**config.mk**
```make
export PLATFORM = sky130hd
export DESIGN_NAME = or_bus_master
export DESIGN_NICKNAME = d
export VERILOG_FILES = /design/src/rtl/or_bus_master.sv
export SDC_FILE = /design/constraint.sdc
export NUM_CORES = 1
export LEC_CHECK = 0
export CAP_MARGIN = 20
export CORE_MARGIN = 4
export CORE_UTILIZATION = 40
export CTS_BUF_LIST = sky130_fd_sc_hd__clkbuf_8
export DETAILED_ROUTE_END_ITERATION = 6
export GPL_TIMING_DRIVEN = 0
export PLACE_DENSITY = 0.66
export SLEW_MARGIN = 20
export SYNTH_ARGS = -nofsm -noshare
export SYNTH_HDL_FRONTEND = slang
export SYNTH_SLANG_ARGS = --single-unit
```
**constraint.sdc**
```tcl
create_clock -name CLK -period 2.2 [get_ports CLK]
set_input_delay 0.44 -clock CLK [delete_from_list [all_inputs] [get_ports CLK]]
set_output_delay 0.44 -clock CLK [all_outputs]
set_load 0.01 [all_outputs]
```
**src/rtl/or_bus_master.sv**
```systemverilog
// Sequencer between an operand stream and the 1-bit OR dut bus: it polls the
// status registers, writes A and B, polls Y, reads Y back and returns it on
// the result stream. A poll that does not succeed in time aborts the pair.
module or_bus_master #(
   parameter int unsigned MAX_POLL = 16,
   parameter int unsigned CNT_W    = 8
) (
   input  logic             CLK,
   input  logic             RST_N,
   input  logic             op_valid,
   input  logic             op_a,
   input  logic             op_b,
   output logic             op_ready,
   output logic             res_valid,
   output logic             res_y,
   output logic             res_err,
   input  logic             res_ready,
   output logic [2:0]       write_address,
   output logic             write_data,
   output logic             write_en,
   input  logic             write_rdy,
   output logic [2:0]       read_address,
   output logic             read_en,
   input  logic             read_data,
   input  logic             read_rdy,
   output logic [CNT_W-1:0] txn_count
);

   localparam int unsigned PW = (MAX_POLL > 2) ? $clog2(MAX_POLL) : 1;
   localparam logic [PW-1:0] POLL_LIM = PW'(MAX_POLL - 1);

   localparam logic [2:0] S_IDLE   = 3'd0;
   localparam logic [2:0] S_POLL_A = 3'd1;
   localparam logic [2:0] S_WR_A   = 3'd2;
   localparam logic [2:0] S_POLL_B = 3'd3;
   localparam logic [2:0] S_WR_B   = 3'd4;
   localparam logic [2:0] S_POLL_Y = 3'd5;
   localparam logic [2:0] S_RD_Y   = 3'd6;
   localparam logic [2:0] S_OUT    = 3'd7;

   localparam logic [2:0] ADDR_A_NF  = 3'd0;
   localparam logic [2:0] ADDR_B_NF  = 3'd1;
   localparam logic [2:0] ADDR_Y_NE  = 3'd2;
   localparam logic [2:0] ADDR_Y_DAT = 3'd3;
   localparam logic [2:0] ADDR_A_WR  = 3'd4;
   localparam logic [2:0] ADDR_B_WR  = 3'd5;

   logic [2:0]       state, state_d;
   logic [PW-1:0]    poll_cnt, poll_d;
   logic             a_q, a_d;
   logic             b_q, b_d;
   logic             res_valid_d, res_y_d, res_err_d;
   logic [CNT_W-1:0] cnt_d;
   logic             op_ready_d;
   logic [2:0]       wr_addr_d, rd_addr_d;
   logic             wr_data_d;
   logic             in_poll, poll_ok;

   // Bus enables follow the current state and the dut's ready directly
   assign in_poll  = (state == S_POLL_A) || (state == S_POLL_B) || (state == S_POLL_Y);
   assign read_en  = (in_poll || (state == S_RD_Y)) && read_rdy;
   assign write_en = ((state == S_WR_A) || (state == S_WR_B)) && write_rdy;
   assign poll_ok  = in_poll && read_en && read_data;

   // State register and registered outputs
   always_ff @(posedge CLK or posedge RST_N) begin
      if (RST_N) begin
         state         <= S_IDLE;
         poll_cnt      <= '0;
         a_q           <= 1'b0;
         b_q           <= 1'b0;
         op_ready      <= 1'b1;
         res_valid     <= 1'b0;
         res_y         <= 1'b0;
         res_err       <= 1'b0;
         write_address <= 3'd0;
         write_data    <= 1'b0;
         read_address  <= 3'd0;
         txn_count     <= '0;
      end else begin
         state         <= state_d;
         poll_cnt      <= poll_d;
         a_q           <= a_d;
         b_q           <= b_d;
         op_ready      <= op_ready_d;
         res_valid     <= res_valid_d;
         res_y         <= res_y_d;
         res_err       <= res_err_d;
         write_address <= wr_addr_d;
         write_data    <= wr_data_d;
         read_address  <= rd_addr_d;
         txn_count     <= cnt_d;
      end
   end

   // Next state, poll timeout and next values of the registered outputs
   always_comb begin
      state_d     = state;
      poll_d      = poll_cnt;
      a_d         = a_q;
      b_d         = b_q;
      res_valid_d = res_valid;
      res_y_d     = res_y;
      res_err_d   = res_err;
      cnt_d       = txn_count;
      op_ready_d  = 1'b0;
      wr_addr_d   = 3'd0;
      wr_data_d   = 1'b0;
      rd_addr_d   = 3'd0;

      case (state)
         S_IDLE: begin
            if (op_valid) begin
               a_d     = op_a;
               b_d     = op_b;
               poll_d  = '0;
               state_d = S_POLL_A;
            end
         end
         S_POLL_A, S_POLL_B, S_POLL_Y: begin
            // A success on the limit cycle still wins over the abort
            if (poll_ok) begin
               if (state == S_POLL_A)      state_d = S_WR_A;
               else if (state == S_POLL_B) state_d = S_WR_B;
               else                        state_d = S_RD_Y;
            end else if (poll_cnt == POLL_LIM) begin
               res_valid_d = 1'b1;
               res_err_d   = 1'b1;
               res_y_d     = 1'b0;
               state_d     = S_OUT;
            end else begin
               poll_d = poll_cnt + PW'(1);
            end
         end
         S_WR_A: begin
            if (write_en) begin
               poll_d  = '0;
               state_d = S_POLL_B;
            end
         end
         S_WR_B: begin
            if (write_en) begin
               poll_d  = '0;
               state_d = S_POLL_Y;
            end
         end
         S_RD_Y: begin
            if (read_en) begin
               res_valid_d = 1'b1;
               res_err_d   = 1'b0;
               res_y_d     = read_data;
               state_d     = S_OUT;
            end
         end
         S_OUT: begin
            if (res_ready) begin
               res_valid_d = 1'b0;
               cnt_d       = txn_count + CNT_W'(1);
               state_d     = S_IDLE;
            end
         end
         default: state_d = S_IDLE;
      endcase

      // Bus address/data registers present the values for the state being entered
      case (state_d)
         S_IDLE:   op_ready_d = 1'b1;
         S_POLL_A: rd_addr_d  = ADDR_A_NF;
         S_POLL_B: rd_addr_d  = ADDR_B_NF;
         S_POLL_Y: rd_addr_d  = ADDR_Y_NE;
         S_RD_Y:   rd_addr_d  = ADDR_Y_DAT;
         S_WR_A: begin
            wr_addr_d = ADDR_A_WR;
            wr_data_d = a_d;
         end
         S_WR_B: begin
            wr_addr_d = ADDR_B_WR;
            wr_data_d = b_d;
         end
         default: op_ready_d = 1'b0;
      endcase
   end

endmodule

```
---- After elaboration in Yosys (flattened, before gate mapping) ----
Cells that the tools add are included.
storage, ports and cells
  register bits ........................... 28
  latch bits .............................. 0
  bits in writable memories ............... 0
  ROM bits ................................ 0
  output and inout bits ................... 21
  word-level logic and storage cells ...... 87
  memories ................................ 0
cells by class
  add/subtract/negate cells ............... 2
  multipliers ............................. 0
  divide/modulo/power cells ............... 0
  order comparisons ....................... 0
  equal/unequal tests ..................... 20
  shift operators ......................... 0
  muxes and demuxes ....................... 34
  bitwise logic cells ..................... 0
  reductions and logical operators ........ 19
operator list
  operator                                                         number
  3-bit two-way mux                                                8
  3-bit == test, second input constant                             7
  3-bit one-hot mux with 6 select lines                            1
  4-bit two-way mux                                                4
  1-bit two-way mux                                                13
  3-bit by 2-bit == test with 1-bit output, second input constant  4
  2-bit != test, second input constant                             6
  4-bit one-hot mux with 3 select lines                            1
  5-bit AND reduction                                              2
  8-bit by 1-bit adder with 8-bit output, second input constant    1
  3-bit zero test                                                  2
  1-bit one-hot mux with 2 select lines                            3
  2-bit one-hot mux with 3 select lines                            1
  3-bit one-hot mux with 2 select lines                            1
  3-bit nonzero test                                               2
  4-bit by 1-bit adder with 4-bit output, second input constant    1
  4-bit == test, second input constant                             1
  1-bit logical AND                                                4
  1-bit logical OR                                                 4
  4-bit AND reduction                                              1
  3-bit by 1-bit == test with 1-bit output, second input constant  1
  1-bit one-hot mux with 3 select lines                            1
  3-bit OR reduction                                               1
  2-bit two-way mux                                                1
  other kinds (4)                                                  4

---- Logic depth before layout (Yosys ltp) ----
  depth in word-level cells ............... 11
  mapped depth ............................ 8
  depth with buffers taken out ............ 7

---- Least setup slack after synthesis ----
No wires, ideal clock.
  path type ............................... flip-flop to flip-flop
  from .................................... register state[2]
  to ...................................... register write_address[0]
  library setup time ...................... 126 ps
  arrival ................................. 1408 ps
  data required time ...................... 2074 ps
  setup slack ............................. 665 ps
  cell stages (with the launch flop) ...... 8
  path buffers ............................ 2
  clock period less this slack ............ 1535 ps
  path through ............................ dfrtp_1 -> buf_6 -> and4_1 -> buf_6 -> o41ai_2 -> nand2_2 -> inv_2 -> nor3_1
on the way
  longest elaborated chain between the ends .. 11
  elaborated cells on any way between the ends .. 30
  those cells by class .................... eq/ne: 9; mux: 11; reduce/logical: 10
RTL lines
  element                                                                                               RTL line      RTL
  start: declaration                                                                                    48            logic [2:0] state, state_d;
  start signal: assignment                                                                              81            state <= state_d;
  3-bit by 1-bit == test with 1-bit output or 3-bit by 2-bit == test with 1-bit output (tied branches)  60, 111, 123
  1-bit logical OR (2 in a row)                                                                         60            assign in_poll = (state == S_POLL_A) || (state == S_POLL_B) || (state == S_POLL_Y);
  1-bit logical OR                                                                                      61            assign read_en = (in_poll || (state == S_RD_Y)) && read_rdy;
  1-bit logical AND                                                                                     61
  1-bit logical AND (2 in a row)                                                                        63            assign poll_ok = in_poll && read_en && read_data;
  3-bit two-way mux                                                                                     122           if (poll_ok) begin
  3-bit one-hot mux with 6 select lines *                                                               111           case (state)
  named net state_d[0]                                                                                  48
  3-bit == test or 3-bit by 2-bit == test with 1-bit output (tied branches)                             166           case (state_d)
  3-bit one-hot mux with 2 select lines *                                                               166
  named net wr_addr_d[0]                                                                                55            logic [2:0] wr_addr_d, rd_addr_d;
  end signal: assignment                                                                                89            write_address <= wr_addr_d;
  end: declaration                                                                                      18            output logic [2:0] write_address,
Mark *: on every way through the listed nets, which the timed path passes. The rest lies on a longest branch.
A chain may end at the register's enable or synchronous reset.

---- Final worst setup path ----
  from .................................... input port write_rdy
  to ...................................... output port write_en
on the way
  longest elaborated chain between the ends .. 1
RTL lines
  element             RTL line  RTL
  start: declaration  21        input logic write_rdy,
  1-bit logical AND   62        assign write_en = ((state == S_WR_A) || (state == S_WR_B)) && write_rdy;
  end: declaration    20        output logic write_en,
Every way passes these cells.

==> metrics.md <==
| Metric | Value |
|---|---|
| Leading area contributor after synthesis | dfrtp_1 |
| Worst Path Max Fanout | 2 |
| Ports | 30 |
| Max-cap violations | 0 |
| Largest net degree at the start of global routing | 27 |
| Comb power frac | 0.493 |
| Post-synthesis instance total | 134 |
| P_leak | 0.763 nW |
| Clock root buffer | clkbuf_8 |
| Worst setup SP type | input pin |
| Synth area leaders | dfrtp_1 46%, xnor2_1 4.5%, a21oi_1 3.3% |
| Pre-Repair DR Iteration Count | 4 |
| Clk slew on worst S/H paths | roughly 0.09 ns |
| Seq/Total Area, Yosys | 0.478 |
| P_sw | between 0.8 and 0.9 mW |
| PwrDens | 1300 mW/mm^2 |
| Layout cells sized above 1 | 0.157 |
| First-pass GRT wire length | 4690 um |
| CTS sink cnt | 26 |
| Post-synth EDFFs | 0 |
| Area grow syn2layout | 29.1% |
| FF-to-FF Start | poll_cnt[0]$_DFFE_PP0P_ |
| Crit path DAT | 1.68 ns |
| Fmax | 0.472 GHz |
| # diodes | 0 |
| Clock skew | 0.00225 ns |
| Slowest cell on crit path | clkdlybuf4s50_1 |
| FP Rows | 20 |
| CTS Buf Count | 3 |
| Fin crit share | 0.962 |
| Fillers | just over 300 |
| Vias in the first global route | approximately 1100 |
| Power share of the clock group | 0.174 |
| Area of the multi-input gates | a little over 600 um^2 |
| Critical path type | input pin to output pin |
| Reg2Reg Depth | 6 |
| Minimum clock period | between 2 and 2.5 ns |
| Clk buf depth | 2 |
| Top FF cell, synth | dfrtp_1 |
| Core ar. | approximately 0.0032 mm^2 |
| DIE HEIGHT | 66.4 um |
| DIE WIDTH | roughly 66 um |
| Net Sw Frac | 0.370 |
| Setup crit end | write_en |
| P_int | 1.44 mW |
| Reg2reg setup slack | 0.47 ns |
| Slew of the pin with the lowest slew margin | 0.934 ns |
| Distinct cell type count after synthesis | 45 |
| CP Cell Sequence | clkdlybuf4s50_1, inv_1, or3_1, inv_1, clkdlybuf4s15_1 |
| DRC Markers | 0 |
| Reg-to-reg endpoint | write_address[0]$_DFF_PP0_ |
| Setup TNS | 0 ns |
| Share of the synthesized area in the top cell type | 0.459 |
| Seq pwr share | 0.333 |
| Crit path top cell by count | inv_1 |
| CTS tree | yes |
| Worst hold-check path type | flip-flop to flip-flop |
| Routed len/inst | between 10 and 15 um |
| Place WS | -0.213 ns |
| Worst-Skew Late Latency | 0.27 ns |
| Avg Cell Area, Syn | 10.2 um^2 |
| Htree depth | 1 |
| Max_slew headroom | 0.374 |
| Status | completed |
| Initial detailed-routing violation count | 58 |
| CP top delay family | buffers and inverters |
| Detail Route Antenna Nets | 0 |
| Worst Setup SP | write_rdy |
| Vias per Instance | 5.07 |
| Starting Density | 0.432 |
| Syn Std Cell Area | around 0.0014 mm^2 |
| Final wirelength | around 2700 um |
| Worst Hold Depth | 1 |
| Full die area | 0.00440 mm^2 |
| Worst Slack Setup Final | between 0.08 and 0.09 ns |
| Initial antenna violation count | 0 |
| Port bufs | 26 |
| RSZ-0062 raised after global routing | false |
| Crit-path max cell delay | 0.48 ns |
| CP bufs+invs | 4 |
| Vias | 1065 |
| Storage element area | 652 um^2 |
| Grt total ovfl | 0 |
| HPWL after DPL | 2020 um |
| Count of final hold-check violations | 0 |
| Layout net count | 178 |
| Setup violators final | 0 |
| Yosys warns | 0 |
| VDD IR-drop max | roughly 0.66 mV |
| Crit end category | output pin |
| Total GRT Usage | 0.134 |
| Final Max Slew Viols | 0 |
| Gpl congestion | 0.820 |
| Ys async rst share | 1.00 |
| Synth Register Bits | 26 |
| Critical Path Stages | 5 |
| CP required | about 1.8 ns |
-- worst min path at each step --
stage                                        start                  endpoint
after floorplan            poll_cnt[3]$_DFFE_PP0P_   poll_cnt[3]$_DFFE_PP0P_
after global placement    txn_count[7]$_DFFE_PP0P_  txn_count[7]$_DFFE_PP0P_
after detailed placement  txn_count[7]$_DFFE_PP0P_  txn_count[7]$_DFFE_PP0P_
after CTS                 txn_count[7]$_DFFE_PP0P_  txn_count[7]$_DFFE_PP0P_
after global routing      txn_count[7]$_DFFE_PP0P_  txn_count[7]$_DFFE_PP0P_
final                     txn_count[7]$_DFFE_PP0P_  txn_count[7]$_DFFE_PP0P_
-- worst register-to-register path: cells and delay by family, from the launching register on --
family | cells | cell delay, ns
simple gates | 2 | 0.40
fa+ha+maj | 1 | 0.23
flops | 1 | 0.41
compound gates | 2 | 0.45
buf+inv | 1 | 0.16
-- cell usage in the layout (no fill, tap or decap), drive strengths merged, types with 2 or more instances in the layout --
master and count:
a21oi 9, and3 2, buf 10, clkbuf 3
clkdlybuf4s50 24, conb 2, dfrtp 25, ha 2
inv 7, mux2 3, nand2 12, nand2b 4
nand3 6, nand4 4, nor2 6, nor3 4
o21ai 8, o22ai 2, o2bb2ai 2, xnor2 7
xor2 2
-- Yosys cell counts (all sizes together) (2+ instances only) --
| master | instances |
|---|---|
| buf | 9 |
| nand2b | 4 |
| xnor2 | 7 |
| inv | 8 |
| and3 | 2 |
| ha | 2 |
| nor2 | 6 |
| o22ai | 2 |
| mux2 | 3 |
| nand2 | 12 |
| nand3 | 6 |
| nor3 | 4 |
| dfrtp | 25 |
| xor2 | 2 |
| nand4 | 4 |
| o21ai | 8 |
| a21oi | 9 |
| o2bb2ai | 2 |
-- per-layer routing --
metal | share of wire | global-route usage | vias up
met5 | 0 | 0 | -
met3 | 0.047 | 0.0272 | 5
met2 | 0.48 | 0.222 | 25
li1 | - | - | 530
met4 | 0.012 | 0.0381 | 0
met1 | 0.46 | 0.177 | 505
-- per-stage QoR --
stage,cells,total power [mW],utilization,hold WS (ns),area [um^2]
6_report,210,2.28,0.558,0.466,1760
4_1_cts,210,2.31,0.558,0.474,1760
3_5_place_dp,205,1.90,0.533,0.457,1680
2_1_floorplan,135,1.52,-,0.469,1370
5_1_grt,210,2.45,0.558,0.500,1760
3_3_place_gp,205,1.88,0.533,0.458,1680
-- what timing repair did --
item	4_1_cts	5_1_grt
gates cloned	0	0
buffers inserted	1	0
resized for setup	2	1
hold buffers	0	0
endpoints found under the setup margin	2	1
-- cell families (layout without fill, tap and decap cells) --
kind of cell / count (synthesis) / in the layout / synth area share
and+or+nand+nor: 44 / 44 / 0.178
adders and majority gates: 2 / 2 / 0.0184
muxes: 4 / 4 / 0.0321
other: 1 / 2 / 0.00275
xor gates and xnor gates: 9 / 9 / 0.0579
DFF: 26 / 26 / 0.478
AOI/OAI and AO/OA: 31 / 31 / 0.153
buffers and inverters: 17 / 48 / 0.0790
-- layout make-up --
type | count | share of cell area
clock inverters | 1 | 0.0171
clock buffers | 3 | 0.0235
repair buffers | 27 | 0.151
multi-input cells | 92 | 0.345
well taps | 44 | 0.0313
plain buffers | 9 | 0.0441
inverters | 8 | 0.0171
flip-flops and latches | 26 | 0.371
-- sequential cells by signal, summed over array words and instances (netlist names) --
signal         count
txn_count          8
poll_cnt           4
state              3
read_address       2
write_address      2
a_q                1
b_q                1
op_ready           1
res_err            1
res_valid          1
res_y              1
write_data         1
-- power groups by stage --
stage | Combinational, mW | Sequential, mW | Clock, mW
global route | 1.25 | 0.786 | 0.420
detailed placement | 1.12 | 0.775 | 0
finish | 1.13 | 0.760 | 0.396
floorplan | 0.716 | 0.801 | 0
global placement | 1.10 | 0.773 | 0
CTS | 1.14 | 0.761 | 0.410
Power figures use the tool's default switching activity.
==> edit (config.mk and constraints unchanged) <==
Make the reset (`RST_N`) synchronous in one clocked block.
--- a/src/rtl/or_bus_master.sv
+++ b/src/rtl/or_bus_master.sv
@@ -63,7 +63,7 @@
    assign poll_ok  = in_poll && read_en && read_data;
 
    // State register and registered outputs
-   always_ff @(posedge CLK or posedge RST_N) begin
+   always_ff @(posedge CLK) begin
       if (RST_N) begin
          state         <= S_IDLE;
          poll_cnt      <= '0;
Check against the original RTL: differs if RST_N is asserted again (counterexample within 4 cycles, from zero or initial values and one cycle with RST_N high); with RST_N held inactive, the same outputs for 10 cycles.
==> edit against the original RTL <==
Clock skew up 5.6 ps; routed wire length is 2.6% higher; register-to-register slack worse by 100 ps; critical path depth is 1 higher; worst setup slack improved by 84 ps; sequential cell count unchanged; utilization down 0.51 points; sequential share of layout area is 6.4 points lower; fmax is 4.1% higher; cell area fell by 2.5%; area after synthesis shrank 3.7%; critical path type is now primary input to register.
Power is not compared: it rests on default switching activity, and its combinational part moved more than twofold at a synthesized area within 25%.
==> edit: results (changes against the original RTL) <==
status: "finished, final reports clean"
finalNetCount: 189  # +6.2%
crit_path_top_delay_cell: "clkdlybuf4s50_1"
yosys_warnings: 0  # unchanged
antenna_found_initial: 0  # unchanged
place_hpwl_mm: 2.11  # +4.5%
synthArstFlopShare_pct: 0  # -100 points
drt_wl_total_mm: 2.81  # +2.6%
p_leak_uw: 0.000663
ys_types: 41  # -8.9%
synth_edf_count: 0  # unchanged
pre_cts_ws_ps: -124  # +88.6 ps
relSlewSlack_pct: 64.0  # +27 points
dpl_cell_area_sq_um: 1620  # -3.6%
num_vias: 1089  # +2.3%
cts-htree-levels: 1  # unchanged
ir_drop_v: 0.000455
largest-register: "txn_count"
numCtsBuffers: 3  # unchanged
cts_buffer_depth: 2  # unchanged
cp_max_fo: 8  # +6
critical_path.max_stage_delay_ps: 560  # +80 ps
firstDrtPassIters: 5  # +1
grt_pass1_wl_mm: 4.92  # +4.8%
synth_area_leaders: "dfxtp_1, nor2_1, mux2i_1"
drive_gt1_share_pct: 12.4  # -3.2 points
drt-initial-drc-count: 68  # +17%
yosys_most_used_dff: "dfxtp_1"
synthTopCellsByCount: "dfxtp_1, nor2_1, nand2_1, nand3_1, a21oi_1"
clock_latency_ps: 270  # about the same
portBuffers: 25  # -3.8%
clock-root-buffer: "clkbuf_8"
reg_top3: "txn_count (8), poll_cnt (4), state (3)"
antenna_cells_inserted: 0  # unchanged
fin_skew_ps: 7.88  # +5.63 ps
path_clk_slew_ps: 90  # about the same
gp_congestion: 0.795  # -3.1%
grt_usage_pct: 14.5  # +1.1 points
grt_max_degree: 15  # -44%
min_path_type: "register to register"
yosysSeqAreaShare_pct: 39.7  # -8.2 points
grt_pass1_vias: 1041  # -1.2%
cp.arrival_ps: 2230  # +550 ps
==> edit: cell count changes after synthesis, sizes merged, moves of 5 or more <==
cell   delta
dfrtp    -25
o21ai     -5
nor2     +10
dfxtp    +26
==> edit: cells by family (layout without fill, tap and decap cells) <==
logic type / Yosys count / count (layout) / share of synthesized area (%)
flip-flops: 26 / 26 / 39.7
multiplexers: 5 / 5 / 3.81
other: 1 / 2 / 0.286
adder cells (fa/ha/maj): 2 / 2 / 1.91
AO/OA/AOI/OAI: 27 / 27 / 16.8
XOR/XNOR: 9 / 9 / 6.01
AND/OR/NAND/NOR: 62 / 62 / 25.4
buffers and inverters: 14 / 44 / 6.20
==> edit: final cells by class <==
class                      instances  area, sq um
tap                               44         55.1
fill                             316         1390
timing repair buffer              26          263
inverter                           4         15.0
buffer                            10         72.6
sequential                        26          526
clock buffer                       4         55.1
multi-input combinational        107          729
==> edit: worst paths after layout <==
check | from | end | slack [ps] | depth (start not counted)
worst max-delay path | read_data | write_data$_SDFF_PP0_ | 170 | 6
worst min-delay path | res_err$_SDFFE_PP0P_ | res_err$_SDFFE_PP0P_ | 460 | 2
worst max register to register | poll_cnt[0]$_SDFFE_PP0P_ | write_data$_SDFF_PP0_ | 370 | 6
worst min register to register | res_err$_SDFFE_PP0P_ | res_err$_SDFFE_PP0P_ | 460 | 2
==> edit: routing by layer <==
metal | share of wire, % | wire (um) | GRT usage (%) | vias up
met5 | 0 | 0 | 0 | -
met4 | 1.6 | 45 | 4.66 | 0
met3 | 5.5 | 154 | 4.79 | 6
met2 | 45 | 1280 | 22.5 | 20
met1 | 47 | 1330 | 19.0 | 491
li1 | - | - | - | 572
==> edit: stage by stage <==
stage,hold WS [ps],total power (uW),instances
after floorplan,451,588,147
after global placement,448,626,216
after global routing,517,972,221
after CTS,461,942,221
final,461,931,221
after detailed placement,448,630,216
==> edit: critical path: cells and delay by family <==
family / cells / cell delay (ps)
AOI/OAI and AO/OA: 3 / 640
and+or+nand+nor: 2 / 580
buffers and inverters: 1 / 560
==> edit: repair_timing <==
action | in CTS | in global routing
gates resized for setup | 7 | 3
endpoints found under the setup margin | 2 | 2
hold buffers | 0 | 0
buffers inserted | 1 | 0
==> edit: where the power goes <==
group          switching (uW)  leakage [uW]  internal [uW]
sequential               9.57      0.000212            481
clock                     145     0.0000288            160
combinational            70.5      0.000423           65.4
